File: src/rtl/mips_pc_pkg.sv
// Shared constants for the PC stage: default vectors and the sequential increment.
package mips_pc_pkg;

    localparam logic [31:0] DEF_RESET_VECTOR = 32'hBFC0_0000;
    localparam logic [31:0] DEF_EXC_VECTOR   = 32'h8000_0180;
    localparam logic [31:0] PC_INC           = 32'd4;

    // Redirect source chosen by the target calculator.
    typedef enum logic [1:0] {
        REDIR_NONE   = 2'd0,
        REDIR_BRANCH = 2'd1,
        REDIR_JUMP   = 2'd2
    } redir_src_e;

endpackage

File: src/rtl/pc_redirect_unit_if.sv
// Control/data bundle between the decode/exception logic and the PC stage.
interface pc_redirect_unit_if;
    import mips_pc_pkg::*;

    logic        stall;
    logic        branch_taken;
    logic [31:0] branch_offset_sl2;
    logic        jump;
    logic [25:0] jump_index;
    logic [31:0] redirect_base;
    logic        exception;
    logic [31:0] exc_pc;

    logic [31:0] pc;
    logic [31:0] pc_plus4;
    logic [31:0] epc;
    logic        redirect_pending;
    logic        addr_err;

    // The PC stage itself.
    modport slave (
        input  stall, branch_taken, branch_offset_sl2, jump, jump_index,
               redirect_base, exception, exc_pc,
        output pc, pc_plus4, epc, redirect_pending, addr_err
    );

    // Whoever drives redirects and consumes the fetch address.
    modport master (
        output stall, branch_taken, branch_offset_sl2, jump, jump_index,
               redirect_base, exception, exc_pc,
        input  pc, pc_plus4, epc, redirect_pending, addr_err
    );

endinterface

File: src/rtl/pc_target_calc.sv
// Combinational branch/jump target generation and redirect select.
// A jump wins over a simultaneous taken branch.
module pc_target_calc
    import mips_pc_pkg::*;
(
    input  logic        i_branch_taken,
    input  logic [31:0] i_branch_offset_sl2,
    input  logic        i_jump,
    input  logic [25:0] i_jump_index,
    input  logic [31:0] i_redirect_base,
    output logic        o_redir_valid,
    output redir_src_e  o_redir_src,
    output logic [31:0] o_redir_target
);

    logic [31:0] w_branch_target;
    logic [31:0] w_jump_target;

    // Branch adds modulo 2^32; jump splices the index into the current 256 MB region.
    always_comb begin
        w_branch_target = i_redirect_base + i_branch_offset_sl2;
        w_jump_target   = {i_redirect_base[31:28], i_jump_index, 2'b00};
    end

    // Select the redirect source and its target.
    always_comb begin
        o_redir_src    = REDIR_NONE;
        o_redir_target = w_branch_target;
        if (i_jump) begin
            o_redir_src    = REDIR_JUMP;
            o_redir_target = w_jump_target;
        end else if (i_branch_taken) begin
            o_redir_src    = REDIR_BRANCH;
            o_redir_target = w_branch_target;
        end
        o_redir_valid = (o_redir_src != REDIR_NONE);
    end

endmodule

File: src/rtl/pc_redirect_unit.sv
// PC register with stall handling, a one-deep redirect buffer for redirects
// arriving under stall, and exception vectoring with EPC capture.
module pc_redirect_unit
    import mips_pc_pkg::*;
#(
    parameter logic [31:0] RESET_VECTOR = DEF_RESET_VECTOR,
    parameter logic [31:0] EXC_VECTOR   = DEF_EXC_VECTOR
) (
    input  logic              clk,
    input  logic              reset,
    pc_redirect_unit_if.slave bus
);

    logic [31:0] r_pc;
    logic [31:0] r_epc;
    logic        r_pend_valid;
    logic [31:0] r_pend_target;

    logic        w_redir_valid;
    redir_src_e  w_redir_src;
    logic [31:0] w_redir_target;
    logic [31:0] w_pc_plus4;

    pc_target_calc u_target_calc (
        .i_branch_taken      (bus.branch_taken),
        .i_branch_offset_sl2 (bus.branch_offset_sl2),
        .i_jump              (bus.jump),
        .i_jump_index        (bus.jump_index),
        .i_redirect_base     (bus.redirect_base),
        .o_redir_valid       (w_redir_valid),
        .o_redir_src         (w_redir_src),
        .o_redir_target      (w_redir_target)
    );

    // Sequential next address; wraps naturally at the top of the address space.
    always_comb begin
        w_pc_plus4 = r_pc + PC_INC;
    end

    // Priority: reset, exception, stall (buffer redirect), live redirect, buffered redirect, sequential.
    always_ff @(posedge clk) begin
        if (reset) begin
            r_pc          <= RESET_VECTOR;
            r_epc         <= 32'd0;
            r_pend_valid  <= 1'b0;
            r_pend_target <= 32'd0;
        end else if (bus.exception) begin
            r_pc         <= EXC_VECTOR;
            r_epc        <= bus.exc_pc;
            r_pend_valid <= 1'b0;
        end else if (bus.stall) begin
            // Only the newest redirect seen under stall is kept.
            if (w_redir_valid) begin
                r_pend_valid  <= 1'b1;
                r_pend_target <= w_redir_target;
            end
        end else if (w_redir_valid) begin
            r_pc         <= w_redir_target;
            r_pend_valid <= 1'b0;
        end else if (r_pend_valid) begin
            r_pc         <= r_pend_target;
            r_pend_valid <= 1'b0;
        end else begin
            r_pc <= w_pc_plus4;
        end
    end

    // Drive the outputs; addr_err is a flag only and never steers sequencing.
    always_comb begin
        bus.pc               = r_pc;
        bus.pc_plus4         = w_pc_plus4;
        bus.epc              = r_epc;
        bus.redirect_pending = r_pend_valid;
        bus.addr_err         = (r_pc[1:0] != 2'b00);
    end

    // The source tag is only used for the valid decode inside the calculator.
    logic w_unused;
    always_comb begin
        w_unused = ^w_redir_src;
    end

endmodule

File: src/flat_wrapper.sv
// flat-port wrapper written by rule: the top's interface ports become plain ports
module pc_redirect_unit_flat import mips_pc_pkg::*;
#(
    parameter logic [31:0] RESET_VECTOR = DEF_RESET_VECTOR,
    parameter logic [31:0] EXC_VECTOR   = DEF_EXC_VECTOR
)
  (clk, reset, bus_stall, bus_branch_taken, bus_branch_offset_sl2, bus_jump, bus_jump_index, bus_redirect_base, bus_exception, bus_exc_pc, bus_pc, bus_pc_plus4, bus_epc, bus_redirect_pending, bus_addr_err);
  pc_redirect_unit_if bus_i ();
  input  logic clk;
  input  logic reset;
  input wire logic [$bits(bus_i.stall)-1:0] bus_stall;
  input wire logic [$bits(bus_i.branch_taken)-1:0] bus_branch_taken;
  input wire logic [$bits(bus_i.branch_offset_sl2)-1:0] bus_branch_offset_sl2;
  input wire logic [$bits(bus_i.jump)-1:0] bus_jump;
  input wire logic [$bits(bus_i.jump_index)-1:0] bus_jump_index;
  input wire logic [$bits(bus_i.redirect_base)-1:0] bus_redirect_base;
  input wire logic [$bits(bus_i.exception)-1:0] bus_exception;
  input wire logic [$bits(bus_i.exc_pc)-1:0] bus_exc_pc;
  output wire logic [$bits(bus_i.pc)-1:0] bus_pc;
  output wire logic [$bits(bus_i.pc_plus4)-1:0] bus_pc_plus4;
  output wire logic [$bits(bus_i.epc)-1:0] bus_epc;
  output wire logic [$bits(bus_i.redirect_pending)-1:0] bus_redirect_pending;
  output wire logic [$bits(bus_i.addr_err)-1:0] bus_addr_err;
  assign bus_i.stall = bus_stall;
  assign bus_i.branch_taken = bus_branch_taken;
  assign bus_i.branch_offset_sl2 = bus_branch_offset_sl2;
  assign bus_i.jump = bus_jump;
  assign bus_i.jump_index = bus_jump_index;
  assign bus_i.redirect_base = bus_redirect_base;
  assign bus_i.exception = bus_exception;
  assign bus_i.exc_pc = bus_exc_pc;
  assign bus_pc = bus_i.pc;
  assign bus_pc_plus4 = bus_i.pc_plus4;
  assign bus_epc = bus_i.epc;
  assign bus_redirect_pending = bus_i.redirect_pending;
  assign bus_addr_err = bus_i.addr_err;
  pc_redirect_unit #(.RESET_VECTOR(RESET_VECTOR), .EXC_VECTOR(EXC_VECTOR)) u_core (.clk(clk), .reset(reset), .bus(bus_i));
endmodule
File: config.mk
export PLATFORM = sky130hd
export DESIGN_NAME = pc_redirect_unit_flat
export DESIGN_NICKNAME = d
export VERILOG_FILES = /design/src/rtl/mips_pc_pkg.sv /design/src/rtl/pc_redirect_unit_if.sv /design/src/rtl/pc_target_calc.sv /design/src/rtl/pc_redirect_unit.sv /design/src/flat_wrapper.sv
export SDC_FILE = /design/constraint.sdc
export NUM_CORES = 1
export LEC_CHECK = 0
export ABC_AREA = 1
export BUFFER_PORTS_ARGS = -buffer_cell sky130_fd_sc_hd__buf_2
export CORE_MARGIN = 5
export CORE_UTILIZATION = 53
export CTS_CLUSTER_DIAMETER = 80
export DETAILED_ROUTE_END_ITERATION = 12
export GPL_ROUTABILITY_DRIVEN = 0
export GPL_TIMING_DRIVEN = 1
export MAX_ROUTING_LAYER = met4
export PLACE_DENSITY = 0.9
export SYNTH_ARGS = -nofsm -noshare
export SYNTH_HDL_FRONTEND = slang
export SYNTH_HIERARCHICAL = 1
export SYNTH_SLANG_ARGS = --single-unit
File: constraint.sdc
create_clock -name clk -period 2.4 [get_ports clk]
set_input_delay 0.12 -clock clk [delete_from_list [all_inputs] [get_ports clk]]
set_output_delay 0.12 -clock clk [all_outputs]
set_load 0.05 [all_outputs]
# Yosys cells after proc, flatten, opt, wreduce, memory -nomap -nowiden
# Cells that the tools add are included.
# W data, S select, Z words.
# totals
register_bits,97
in_bits,128
output_inout_bits,98
elab_cells,22
# classes
addsub,2
n_eq_ne,1
n_mux,7
bitwise_logic,2
reduce_logical,5
# op_table
cell,n
$mux W32,3
$mux W30,2
$add A32 B3 Y32 const B,1
$add A32 B32 Y32,1
$reduce_bool A2 Y1,2
$reduce_and A3 Y1,1
$reduce_or A3 Y1,1
$mux W2,1
$ne A2 B1 Y1 const B,1
$not A1 Y1,2
$reduce_or A2 Y1,1
$mux W1,1

# Depth between registers and ports, before layout
# depth
depth_word,6
depth_mapped,19
depth_no_buf,19

# By module
# The synthesis kept the hierarchy.
# by_module_without_submodules
mod,n_inst,cells_each,area_per_inst_um2,seq_area_each_um2
pc_redirect_unit,1,711,4800.9,1941.9
pc_target_calc,1,593,2750.1,0.0

# Worst setup path after synthesis
# Ideal clock, no wire load.
# synth_path
path_kind,reg2reg
from,register u_core.r_pc[2] (netlist: u_core/bus.pc[2])
to,register u_core.r_pc[15] (netlist: u_core/bus.pc[15])
setup_ns,0.070
arrival_ns,2.577
required_ns,2.330
slack_ns,-0.247
path_stages_with_launch,8
n_path_buf,0
period_less_slack_ns,2.647
path_cell_list,dfxtp_1 inv_1 nor2_1 nand2_1 nor2_2 xor2_1 nand2_1 a21oi_1
# synth_between
elab_chain_len,3
# synth_rtl
element,line,rtl
start: declaration,pc_redirect_unit.sv:14,logic [31:0] r_pc;
start signal: assignment,pc_redirect_unit.sv:58,r_pc <= w_redir_target;
start signal: assignment,pc_redirect_unit.sv:61,r_pc <= r_pend_target;
start signal: assignment,pc_redirect_unit.sv:64,r_pc <= w_pc_plus4;
$add A32 B3 Y32,pc_redirect_unit.sv:37,w_pc_plus4 = r_pc + PC_INC;
via bus_pc_plus4[15],flat_wrapper.sv:20,output wire logic [$bits(bus_i.pc_plus4)-1:0] bus_pc_plus4;
$mux W32,pc_redirect_unit.sv:60,end else if (r_pend_valid) begin
$mux W32,pc_redirect_unit.sv:57,end else if (w_redir_valid) begin
# The timed path passes the listed nets, and every way through them passes these cells.
# A chain may end at the register's enable or synchronous reset.

# Worst setup path in the final report
# layout_path
from,input bus_branch_offset_sl2[0]
to,register u_core.r_pc[12] (netlist: u_core/bus.pc[12])
# layout_between
elab_chain_len,3
# layout_rtl
element,line,rtl
start: declaration,flat_wrapper.sv:13,input wire logic [$bits(bus_i.branch_offset_sl2)-1:0] bus_branch_offset_sl2;
$add A32 B32 Y32,pc_target_calc.sv:21,w_branch_target = i_redirect_base + i_branch_offset_sl2;
$mux W32,pc_target_calc.sv:29,if (i_jump) begin
via u_core.w_redir_target[12],pc_redirect_unit.sv:21,logic [31:0] w_redir_target;
$mux W32,pc_redirect_unit.sv:57,
# The timed path passes the listed nets, and every way through them passes these cells.

==> qor.csv <==
stage,metric,value,unit
timing,post-route minimum period,2227,ps
hold_path,Min-Delay Path Class,primary input to register,
floorplan,Die Height,129.3,µm
route,# DRC,0,
placed_design,IO Port Bufs,225,
yosys,Ys Warns,6,
floorplan,core box area,13930,µm²
timing,Hold Fails Final Rpt,0,
yosys,Mapped Nets,1463,
power_and_ir_drop,Pwr per Cell Area,526.1,nW/µm²
timing,Setup Skew,5.906,ps
worst_setup_path,Crit Path Class,primary input to register,
flow_run,Max Cap Viol,0,
yosys,Syn Inst Count,1302,
floorplan,full die area,16710,µm²
route,1st-pass router iterations,7,
placed_design,post-place instance area,8841,µm²
global_routing,initial antenna violation count,1,
power_and_ir_drop,Max VDD drop,0.0004011,V
power_and_ir_drop,leakage power,4.987,nW
global_routing,first-pass GRT wire length,38670,µm
timing,Final setup viols,0,
floorplan,row count,43,
clocking,Root Buffer,clkbuf_16,
timing,setup TNS,0,ps
route,Avg WL per Cell,14.55,µm
worst_setup_path,Setup crit start kind,primary input,
clocking,CTS tree,done,
floorplan,IO Pins,226,
clocking,Clock transition at path regs,70,ps
placed_design,post-DP HPWL,19210,µm
worst_setup_path,WP data required,2620,ps
power_and_ir_drop,Design Power,4.831,mW
clocking,CTS sink cnt,97,
yosys,Synth Cell Area,7540,µm²
route,post-DR vias/cell,5.396,
yosys,Post-Syn Area per Cell,5.791,µm²
cells_and_area,final non-filler cell total,1697,
cells_and_area,layout cells sized above 1,19.72,%
global_routing,number of global-route vias before repair,8235,
worst_setup_path,worst path arrival time,2440,ps
clocking,clk_lat worst skew,340,ps
floorplan,Die X,129.3,µm
route,via count,9157,
clocking,clk buf depth,2,
placed_design,Placed Instances,1676,
route,Detail Route Antenna Nets,0,
cells_and_area,Syn-to-layout area delta,21.79,%
global_routing,grt ovf,0,
worst_setup_path,CP Capture Type,register,
clocking,setup bufs post-CTS,0,
worst_setup_path,Crit Path Max Fanout,5,
run_status,status,completed,
timing,Slew headroom,60.52,%
global_routing,largest net degree at the start of global routing,48,
timing,Max Clk Rate,449.0,MHz
timing,RSZ-0062 raised after global routing,no,
clocking,TritonCTS Buffers,9,
timing,worst-margin pin slew,591.4,ps
timing,fin crit share,92.80,%
route,WL final,24700,µm
floorplan,Initial Utilization,54.11,%
clocking,H-tree depth,3,
cells_and_area,finished layout cell area,9183,µm²
route,initial drt markers,1024,
global_routing,gr usage total,29.15,%
cells_and_area,Final nets,1672,
timing,number of max-slew violations in the final report,0,
state kept, by name, indices dropped and copies added, names as in the netlist, named ones only:
| register | flops |
|---|---|
| u_core/bus.redirect_pending | 1 |
| u_core/r_pend_target | 32 |
| u_core/bus.pc | 30 |
| u_core/bus.epc | 32 |
critical path: stages:
cell	delay [ps]
buf_2	100
ha_1	230
inv_1	90
fa_1	160
inv_1	80
nand3_1	80
nand3_1	180
nand3_1	130
nand3_1	160
or2_2	320
nand3_1	80
nand2_1	80
nand2_1	80
inv_1	50
a211oi_1	350
a21oi_1	150
final timing paths:
path	from	end	slack (ps)	cells past startpoint
hold reg to reg	u_core/r_pend_target[25]	u_core/r_pend_target[25]	460	2
hold / removal	bus_exc_pc[22]	u_core/bus.epc[22]	2	3
setup reg to reg	u_core/bus.pc[2]	u_core/bus.pc[22]	630	12
setup / recovery	bus_branch_offset_sl2[0]	u_core/bus.pc[12]	170	16
routing by layer:
layer	routed length [µm]	vias up	global-route usage (%)
met1	9840	4066	36.53
met2	11450	518	46.10
li1	-	4493	-
met3	2380	80	5.565
met5	0	-	-
met4	1026	0	12.23
repair_timing:
item,CTS,global route
endpoints found under the hold margin,4,0
gates resized for setup,0,7
hold buffers,4,0
setup endpoints to repair,0,5
layout by cell type, fill, tap and decap left out, drive strengths merged, types with 5 or more instances in the layout:
cell and instances:
or2 6, buf 235, nand2 492, dfxtp 97, nand3b 7, xnor2 16
inv 175, a211oi 5, nor2 161, ha 32, a21oi 73, xor2 9
o21ai 80, nand3 63, nor3 5, clkbuf 13, a221oi 14
area by class of cell:
type / count / area (µm²)
tap: 180 / 225.2
fill: 1309 / 4752
clock buffer: 9 / 225.2
antenna: 1 / 2.502
timing repair buffer: 243 / 1281
multi-input combinational: 987 / 4800
sequential: 97 / 1944
clock inverter: 7 / 55.05
inverter: 173 / 649.4
report_power, final:
part	switching [mW]	internal [mW]	leakage (nW)
sequential	0.0836	1.71	0.800
clock	0.647	0.711	0.126
combinational	1.17	0.514	4.06
total	1.90	2.93	4.99
metrics by stage:
step                      hold WS [ps]  util [%]  worst slack (ps)
after global placement           340.0     63.45            -70.96
final                            2.135     65.90             172.8
after CTS                       0.5415     65.74             67.08
after detailed placement         349.7     63.45            -126.8
after global routing            0.5122     65.90             64.91
after floorplan                  254.9         -            -4.918
Note: power is estimated with default switching activity, not from simulation.
